<file path="src/rtl/if_id_skid_stage.sv">
// IF->ID pipeline register with a two-entry skid buffer, synchronous flush
// and a saturating stall-cycle counter. IN_READY depends on registered state only.
module if_id_skid_stage #(
   parameter int              XLEN      = 32,
   parameter logic [XLEN-1:0] NOP_INSTR = XLEN'(32'h00000013),
   parameter int              CNT_W     = 16
) (
   input  logic             CLK,
   input  logic             RESET,
   input  logic             FLUSH,
   input  logic             IN_VALID,
   output logic             IN_READY,
   input  logic [XLEN-1:0]  IN_INSTR,
   input  logic [XLEN-1:0]  IN_PC,
   input  logic [XLEN-1:0]  IN_PC_PLUS_4,
   output logic             OUT_VALID,
   input  logic             OUT_READY,
   output logic [XLEN-1:0]  OUT_INSTR,
   output logic [XLEN-1:0]  OUT_PC,
   output logic [XLEN-1:0]  OUT_PC_PLUS_4,
   output logic [CNT_W-1:0] STALL_COUNT
);

   localparam int NF      = 3;
   localparam int F_INSTR = 0;
   localparam int F_PC    = 1;
   localparam int F_PC4   = 2;
   localparam logic [CNT_W-1:0] CNT_MAX = '1;

   typedef enum logic [1:0] {
      EMPTY = 2'd0,
      ONE   = 2'd1,
      FULL  = 2'd2
   } state_t;

   state_t           state_reg;
   logic [XLEN-1:0]  in_field     [NF];
   logic [XLEN-1:0]  bubble_field [NF];
   logic [XLEN-1:0]  m_field_reg  [NF];
   logic [XLEN-1:0]  s_field_reg  [NF];
   logic             m_valid_reg;
   logic             s_valid_reg;
   logic             in_ready_reg;
   logic [CNT_W-1:0] stall_cnt_reg;
   logic             acc;
   logic             drn;

   assign in_field[F_INSTR] = IN_INSTR;
   assign in_field[F_PC]    = IN_PC;
   assign in_field[F_PC4]   = IN_PC_PLUS_4;

   // Bubble contents: NOP in the instruction slot, zero for both PC fields.
   genvar gi;
   generate
      for (gi = 0; gi < NF; gi++) begin : g_bubble
         if (gi == F_INSTR) begin : g_nop
            assign bubble_field[gi] = NOP_INSTR;
         end else begin : g_zero
            assign bubble_field[gi] = '0;
         end
      end
   endgenerate

   assign acc = IN_VALID & in_ready_reg;
   assign drn = m_valid_reg & OUT_READY;

   always_ff @(posedge CLK) begin
      if (RESET) begin
         state_reg     <= EMPTY;
         m_field_reg   <= bubble_field;
         s_field_reg   <= bubble_field;
         m_valid_reg   <= 1'b0;
         s_valid_reg   <= 1'b0;
         in_ready_reg  <= 1'b1;
         stall_cnt_reg <= '0;
      end else begin
         // Counts the stalled cycle even when a flush squashes the beat at this edge.
         if (m_valid_reg && !OUT_READY && stall_cnt_reg != CNT_MAX) begin
            stall_cnt_reg <= stall_cnt_reg + 1'b1;
         end

         if (FLUSH) begin
            state_reg    <= EMPTY;
            m_field_reg  <= bubble_field;
            s_field_reg  <= bubble_field;
            m_valid_reg  <= 1'b0;
            s_valid_reg  <= 1'b0;
            in_ready_reg <= 1'b1;
         end else begin
            case (state_reg)
               EMPTY: begin
                  if (acc) begin
                     state_reg   <= ONE;
                     m_field_reg <= in_field;
                     m_valid_reg <= 1'b1;
                  end
               end
               ONE: begin
                  if (acc && drn) begin
                     m_field_reg <= in_field;
                  end else if (acc) begin
                     state_reg    <= FULL;
                     s_field_reg  <= in_field;
                     s_valid_reg  <= 1'b1;
                     in_ready_reg <= 1'b0;
                  end else if (drn) begin
                     state_reg   <= EMPTY;
                     m_field_reg <= bubble_field;
                     m_valid_reg <= 1'b0;
                  end
               end
               FULL: begin
                  // Skid entry moves up; the front beat has just been taken by ID.
                  if (drn) begin
                     state_reg    <= ONE;
                     m_field_reg  <= s_field_reg;
                     m_valid_reg  <= s_valid_reg;
                     s_valid_reg  <= 1'b0;
                     in_ready_reg <= 1'b1;
                  end
               end
               default: begin
                  state_reg    <= EMPTY;
                  m_field_reg  <= bubble_field;
                  s_field_reg  <= bubble_field;
                  m_valid_reg  <= 1'b0;
                  s_valid_reg  <= 1'b0;
                  in_ready_reg <= 1'b1;
               end
            endcase
         end
      end
   end

   assign IN_READY      = in_ready_reg;
   assign OUT_VALID     = m_valid_reg;
   assign OUT_INSTR     = m_field_reg[F_INSTR];
   assign OUT_PC        = m_field_reg[F_PC];
   assign OUT_PC_PLUS_4 = m_field_reg[F_PC4];
   assign STALL_COUNT   = stall_cnt_reg;

endmodule

</file>
<file path="config.mk">
export PLATFORM = sky130hd
export DESIGN_NAME = if_id_skid_stage
export DESIGN_NICKNAME = d
export VERILOG_FILES = /design/src/rtl/if_id_skid_stage.sv
export SDC_FILE = /design/constraint.sdc
export NUM_CORES = 1
export LEC_CHECK = 0
export ABC_AREA = 1
export CAP_MARGIN = 20
export CORE_ASPECT_RATIO = 0.6
export CORE_MARGIN = 4
export CORE_UTILIZATION = 54
export DETAILED_ROUTE_END_ITERATION = 7
export PLACE_DENSITY = 0.88
export RECOVER_POWER = 50
export SETUP_SLACK_MARGIN = 0.02
export SLEW_MARGIN = 20
export SYNTH_ARGS = -nofsm -noshare
export SYNTH_HDL_FRONTEND = slang
export SYNTH_SLANG_ARGS = --single-unit
</file>
<file path="constraint.sdc">
create_clock -name CLK -period 2.7 [get_ports CLK]
set_input_delay 0.675 -clock CLK [delete_from_list [all_inputs] [get_ports CLK]]
set_output_delay 0.675 -clock CLK [all_outputs]
set_load 0.05 [all_outputs]
</file>
==> results of run 1 <==
[metal layers]
metal  global-route usage (%)  vias up  wire [um]
li1                         -     4557          -
met1                    36.03     4172      11160
met2                    41.01      395      11250
met3                    4.507       48       2043
met4                    6.443        0        520
met5                        0        -          0
[tightest hold or removal path, delay by kind of cell (launching register included)]
family	cells	cell delay [ns]
flops	1	0.31
simple gates	1	0.06
compound gates	1	0.05
[final timing paths]
check / from / to / slack [ns] / cells past startpoint
min reg2reg: s_field_reg[74] / s_field_reg[74] / 0.46 / 2
max: STALL_COUNT[11] / STALL_COUNT[11] / 0.24 / 1
max reg2reg: state_reg[1] / OUT_INSTR[24] / 0.47 / 9
min: s_field_reg[74] / s_field_reg[74] / 0.46 / 2
[placed cells by master (no fill, tap or decap)]
cell	count
o211ai_1	2
buf_4	8
nor2_4	2
inv_6	1
nand3_1	13
buf_6	1
nand4_1	6
clkbuf_8	8
buf_12	7
clkdlybuf4s50_1	212
inv_1	29
clkbuf_1	7
o21ai_1	1
clkbuf_16	21
o22ai_1	2
nor3b_1	1
nand2_2	1
dfxtp_1	213
nor2_1	34
clkbuf_2	2
clkinv_2	1
nand2_4	2
ha_1	1
dlygate4sd3_1	2
a21oi_1	204
xnor2_1	2
nand3b_1	1
inv_2	1
nor2_2	1
o21ai_0	11
clkbuf_4	2
nand2_1	725
xor2_1	3
[through the flow]
step	total power, uW	cell area, um^2	setup WS, ns
global route	7387	11910	0.1008
floorplan	3976	9056	0.8103
CTS	7167	11970	0.2126
detailed placement	4380	11300	0.1860
finish	7109	11910	0.2357
global placement	4369	11300	0.2743
[kinds of logic after synthesis]
| family | count (synthesis) |
|---|---|
| AOI/OAI and AO/OA | 220 |
| xor gates and xnor gates | 5 |
| and+or+nand+nor | 786 |
| buffers and inverters | 115 |
| DFF | 213 |
| adders and majority gates | 1 |
[layout make-up]
| cell class | instances | area share (%) |
|---|---|---|
| Sequential cell | 213 | 35.82 |
| Multi-Input combinational cell | 1012 | 35.19 |
| Timing Repair Buffer | 235 | 20.01 |
| Clock buffer | 35 | 5.528 |
| Tap cell | 228 | 2.396 |
| Inverter | 31 | 1.019 |
| Clock inverter | 1 | 0.04204 |
[report_power, final]
group / switching (uW) / internal [uW]
sequential: 44.9 / 3220
combinational: 663 / 380
clock: 1160 / 1650
total: 1860 / 5240
==> qor.yml, run 1 <==
pwr:
  power_density_mw_per_mm2: 597.1
  ir_drop_uv: 409.5
  p_leak_uw: 0.004589
logic_synthesis:
  synth_area_mm2: 0.009056
  synth_compound_area_share_pct: 12.24
  netlist.area_leader.share_pct: 47.08
  synth_edf_count: 0
  synth_top_family_by_area: "simple AND/OR/NAND/NOR gates"
  synth-xor-area-share_pct: 0.4836
  yosys.cell_count.top_type: "nand2_1"
  synth_nets: 1442
  yosys.area_share.simple_pct: 33.45
  synth.area.top_cells: "dfxtp_1 47%, nand2_1 30%, a21oi_1 11%"
  yosys.cell_types.count: 27
  yosysSeqAreaShare_pct: 47.08
  synth_mux_area_share_pct: 0
  ys_async_sr_fraction_pct: 0
  synth_warnings: 0
  synth-adder-area-share_pct: 0.1382
  synth_area_per_cell_um2: 6.758
  ys_top_cells_by_count: "723 x nand2_1, 213 x dfxtp_1, 204 x a21oi_1"
  synthFlopType: "dfxtp_1"
  yosysTopAreaCell: "dfxtp_1"
  synth-seq-cells: 213
  netlist_instances: 1340
place:
  dp.cells: 1719
  globalplace.congestion: 0.8541
  dp_hpwl_um: 16120
  port_buffers: 214
drt:
  drc_errors: 0
  final_antenna_net_count: 0
  vias: 9172
  routedWlPerCell_um: 14.23
  drt_wl_total_um: 24980
  via_per_inst: 5.226
  drtIter0Drc: 923
  dr.pass1.iters: 6
global_route:
  grt_usage_pct: 25.54
  gr-total-overflow: 0
  grt_pass1_wl_um: 40680
  grt_max_degree: 70
  first_global_vias: 8176
  antenna_found_initial: 0
timing:
  min_period_ns: 2.464
  rsz0062_at_grt: "no"
  finalCritPeriodShare_pct: 91.27
  worst_pin_slew_ns: 0.7542
  finalSetupTns_ns: 0
  finClkSkew_ns: 0.01156
  maxSlewHeadroom_pct: 49.72
  max_freq_ghz: 0.4058
  final_hold_viol_count: 0
  slew_viol_final: 0
  fin_hold_ws_ns: 0.4634
  setup_viol: 0
clocking:
  cts_sinks: 213
  clockRootBuffer: "clkbuf_16"
  cts_max_level: 1
  clock_path_buffers: 3
  cts_hold_buf: 0
  numCtsBuffers: 20
  cts.clk_slew.worst_paths_ns: 0.07
  post_cts_buffers: 0
  clock_latency_ns: 0.49
  tritoncts: "done"
  cts-resized-gates: 0
critical_path:
  end_kind: "output port"
  worstPathArrival_ns: 1.79
  slowest_delay_ns: 0.85
  slowest_stage: "clkdlybuf4s50_1"
  crit_fanout: 7
  crit_chain: "clkdlybuf4s50_1"
  critPathLaunchType: "flop"
  crit_family: "buffers and inverters"
  critPathRequiredTime_ns: 2.03
  cp.buffers_inverters: 1
  critPathKind: "reg -> out"
finish:
  drive_gt1_share_pct: 3.798
  largest_register_ffs: 96
  fin_nets: 1615
  syn_to_final_growth_pct: 31.46
  fillCellCount: 1295
  post-route-util_pct: 72.81
  multi_input_comb_area_mm2: 0.004189
  regArea_mm2: 0.004264
  antenna_cells: 0
  fin_cells: 1755
floorplan:
  die_height_um: 108.3
  rows: 36
  initial_utilization_pct: 55.39
  die_w_um: 175.2
  die-area_mm2: 0.01897
  top_level_ports: 215
  core-area_mm2: 0.01635
min_path:
  hold_path.class: "reg -> reg"
flow_run:
  cap_violations: 0
status:
  outcome: "finished, final reports clean"
No activity file was read; power rests on OpenSTA's default activity.
==> run 2, diff against run 1 <==
Settings changed: CTS_CLUSTER_SIZE from default to 30, PLACE_DENSITY 0.88 to 0.86.
==> qor.yml, run 2 (same netlist as run 1, synthesis figures left out) <==
critical_path:
  crit_family: "buffers and inverters"
  critPathKind: "reg -> out"
  crit_chain: "clkdlybuf4s50_1"
  end_kind: "output port"
  crit_fanout: 6  # -1
  worstPathArrival_ns: 1.81  # +0.02 ns
  critPathLaunchType: "flop"
  cp.buffers_inverters: 1  # unchanged
  slowest_delay_ns: 0.86  # about the same
  critPathRequiredTime_ns: 2.03  # about the same
  slowest_stage: "clkdlybuf4s50_1"
floorplan:
  die-area_mm2: 0.01897  # unchanged
  rows: 36  # unchanged
  core-area_mm2: 0.01635  # unchanged
  die_w_um: 175.2  # unchanged
  top_level_ports: 215  # unchanged
  die_height_um: 108.3  # unchanged
  initial_utilization_pct: 55.39  # unchanged
clocking:
  tritoncts: "done"
  clockRootBuffer: "clkbuf_16"
  cts_max_level: 1  # unchanged
  cts_hold_buf: 0  # unchanged
  numCtsBuffers: 20  # unchanged
  cts-resized-gates: 0  # unchanged
  cts_sinks: 213  # unchanged
  clock_latency_ns: 0.50  # about the same
  clock_path_buffers: 3  # unchanged
  cts.clk_slew.worst_paths_ns: 0.06  # about the same
  post_cts_buffers: 0  # unchanged
timing:
  rsz0062_at_grt: "no"
  worst_pin_slew_ns: 0.7735  # +0.01932 ns
  setup_viol: 0  # unchanged
  finalCritPeriodShare_pct: 92.11  # +0.84 points
  timing.final.ws_setup_ns: 0.2131  # -0.02264 ns
  finalSetupTns_ns: 0  # unchanged
  finClkSkew_ns: 0.01928  # +0.007721 ns
  maxSlewHeadroom_pct: 48.43  # -1.3 points
  min_period_ns: 2.487  # +0.02264 ns
  slew_viol_final: 0  # unchanged
  final_hold_viol_count: 0  # unchanged
  max_freq_ghz: 0.4021  # -0.91%
pwr:
  intPower_uw: 5099  # -2.8%
  ir_drop_uv: 465.3  # +14%
  clockPowerShare_pct: 38.6  # -0.8 points
  pwr-share-seq_pct: 46.5  # +0.6 points
  p_leak_uw: 0.004552  # -0.81%
  combPwrFrac_pct: 14.9  # +0.2 points
  switching_share_pct: 27.31  # +1.1 points
  switching_power_uw: 1916  # +2.8%
  power_density_mw_per_mm2: 592.4  # -0.79%
drt:
  drt_wl_total_um: 25380  # +1.6%
  drc_errors: 0  # unchanged
  drtIter0Drc: 918  # -0.54%
  via_per_inst: 5.205  # -0.41%
  dr.pass1.iters: 5  # -1
  vias: 9124  # -0.52%
  final_antenna_net_count: 0  # unchanged
  routedWlPerCell_um: 14.48  # +1.7%
global_route:
  first_global_vias: 8186  # +0.12%
  antenna_found_initial: 0  # unchanged
  grt_pass1_wl_um: 40740  # +0.15%
  grt_usage_pct: 25.69  # +0.16 points
  grt_max_degree: 98  # +40%
  gr-total-overflow: 0  # unchanged
finish:
  antenna_cells: 0  # unchanged
  final_cell_area_mm2: 0.01184  # -0.53%
  most-common-layout-cells: "726 x nand2_1, 213 x dfxtp_1, 212 x clkdlybuf4s50_1"
  largest_register_ffs: 96  # unchanged
  final_common_cell: "nand2_1"
  fillCellCount: 1308  # +1.0%
  syn_to_final_growth_pct: 30.77
  drive_gt1_share_pct: 3.738  # -0.061 points
  fin_nets: 1613  # -0.12%
min_path:
  hold_path.class: "reg -> reg"
place:
  dpl_cell_area_mm2: 0.01129  # -0.13%
  dp_hpwl_um: 16080  # -0.23%
  globalplace.congestion: 0.8680  # +1.6%
  dp_slack_ns: 0.1653  # -0.02067 ns
  port_buffers: 214  # unchanged
status:
  outcome: "finished, final reports clean"
flow_run:
  cap_violations: 0  # unchanged
## run 2: area by class of cell
cell class	count	area [um^2]	area share (%)
Multi-Input combinational cell	1012	4184	35.33
Inverter	31	121.4	1.025
Sequential cell	213	4264	36.01
Clock inverter	9	83.83	0.7079
Clock buffer	27	536.8	4.532
Timing Repair Buffer	233	2367	19.99
Tap cell	228	285.3	2.409
## run 2: power groups by stage
| stage | clock (uW) | combinational [uW] | sequential, uW |
|---|---|---|---|
| 2_1_floorplan | 0 | 444 | 3530 |
| 4_1_cts | 2750 | 1060 | 3260 |
| 6_report | 2710 | 1040 | 3260 |
| 3_3_place_gp | 0 | 1040 | 3330 |
| 3_5_place_dp | 0 | 1050 | 3330 |
| 5_1_grt | 2880 | 1130 | 3270 |
## run 2: routing by layer
layer,vias to the layer above,wire length [um],global-route usage (%)
met2,350,11020,39.91
met4,0,491,5.826
met3,38,2174,5.206
li1,4541,-,-
met1,4195,11690,37.20
met5,-,0,0
## run 2: final timing paths
| path | start | endpoint | slack [ns] | cells past startpoint |
|---|---|---|---|---|
| hold / removal | OUT_INSTR[9] | OUT_INSTR[9] | 0.46 | 2 |
| setup reg to reg | state_reg[0] | s_field_reg[24] | 0.47 | 7 |
| setup / recovery | STALL_COUNT[10] | STALL_COUNT[10] | 0.21 | 1 |
| hold reg to reg | OUT_INSTR[9] | OUT_INSTR[9] | 0.46 | 2 |
## run 2: per-stage QoR
step | util (%) | cells | hold slack (ns) | total power [uW]
2_1_floorplan | - | 1340 | 0.4340 | 3976
3_3_place_gp | 69.05 | 1717 | 0.4514 | 4371
3_5_place_dp | 69.05 | 1717 | 0.4556 | 4384
4_1_cts | 72.84 | 1753 | 0.4652 | 7069
5_1_grt | 72.43 | 1753 | 0.4823 | 7283
6_report | 72.43 | 1753 | 0.4632 | 7016
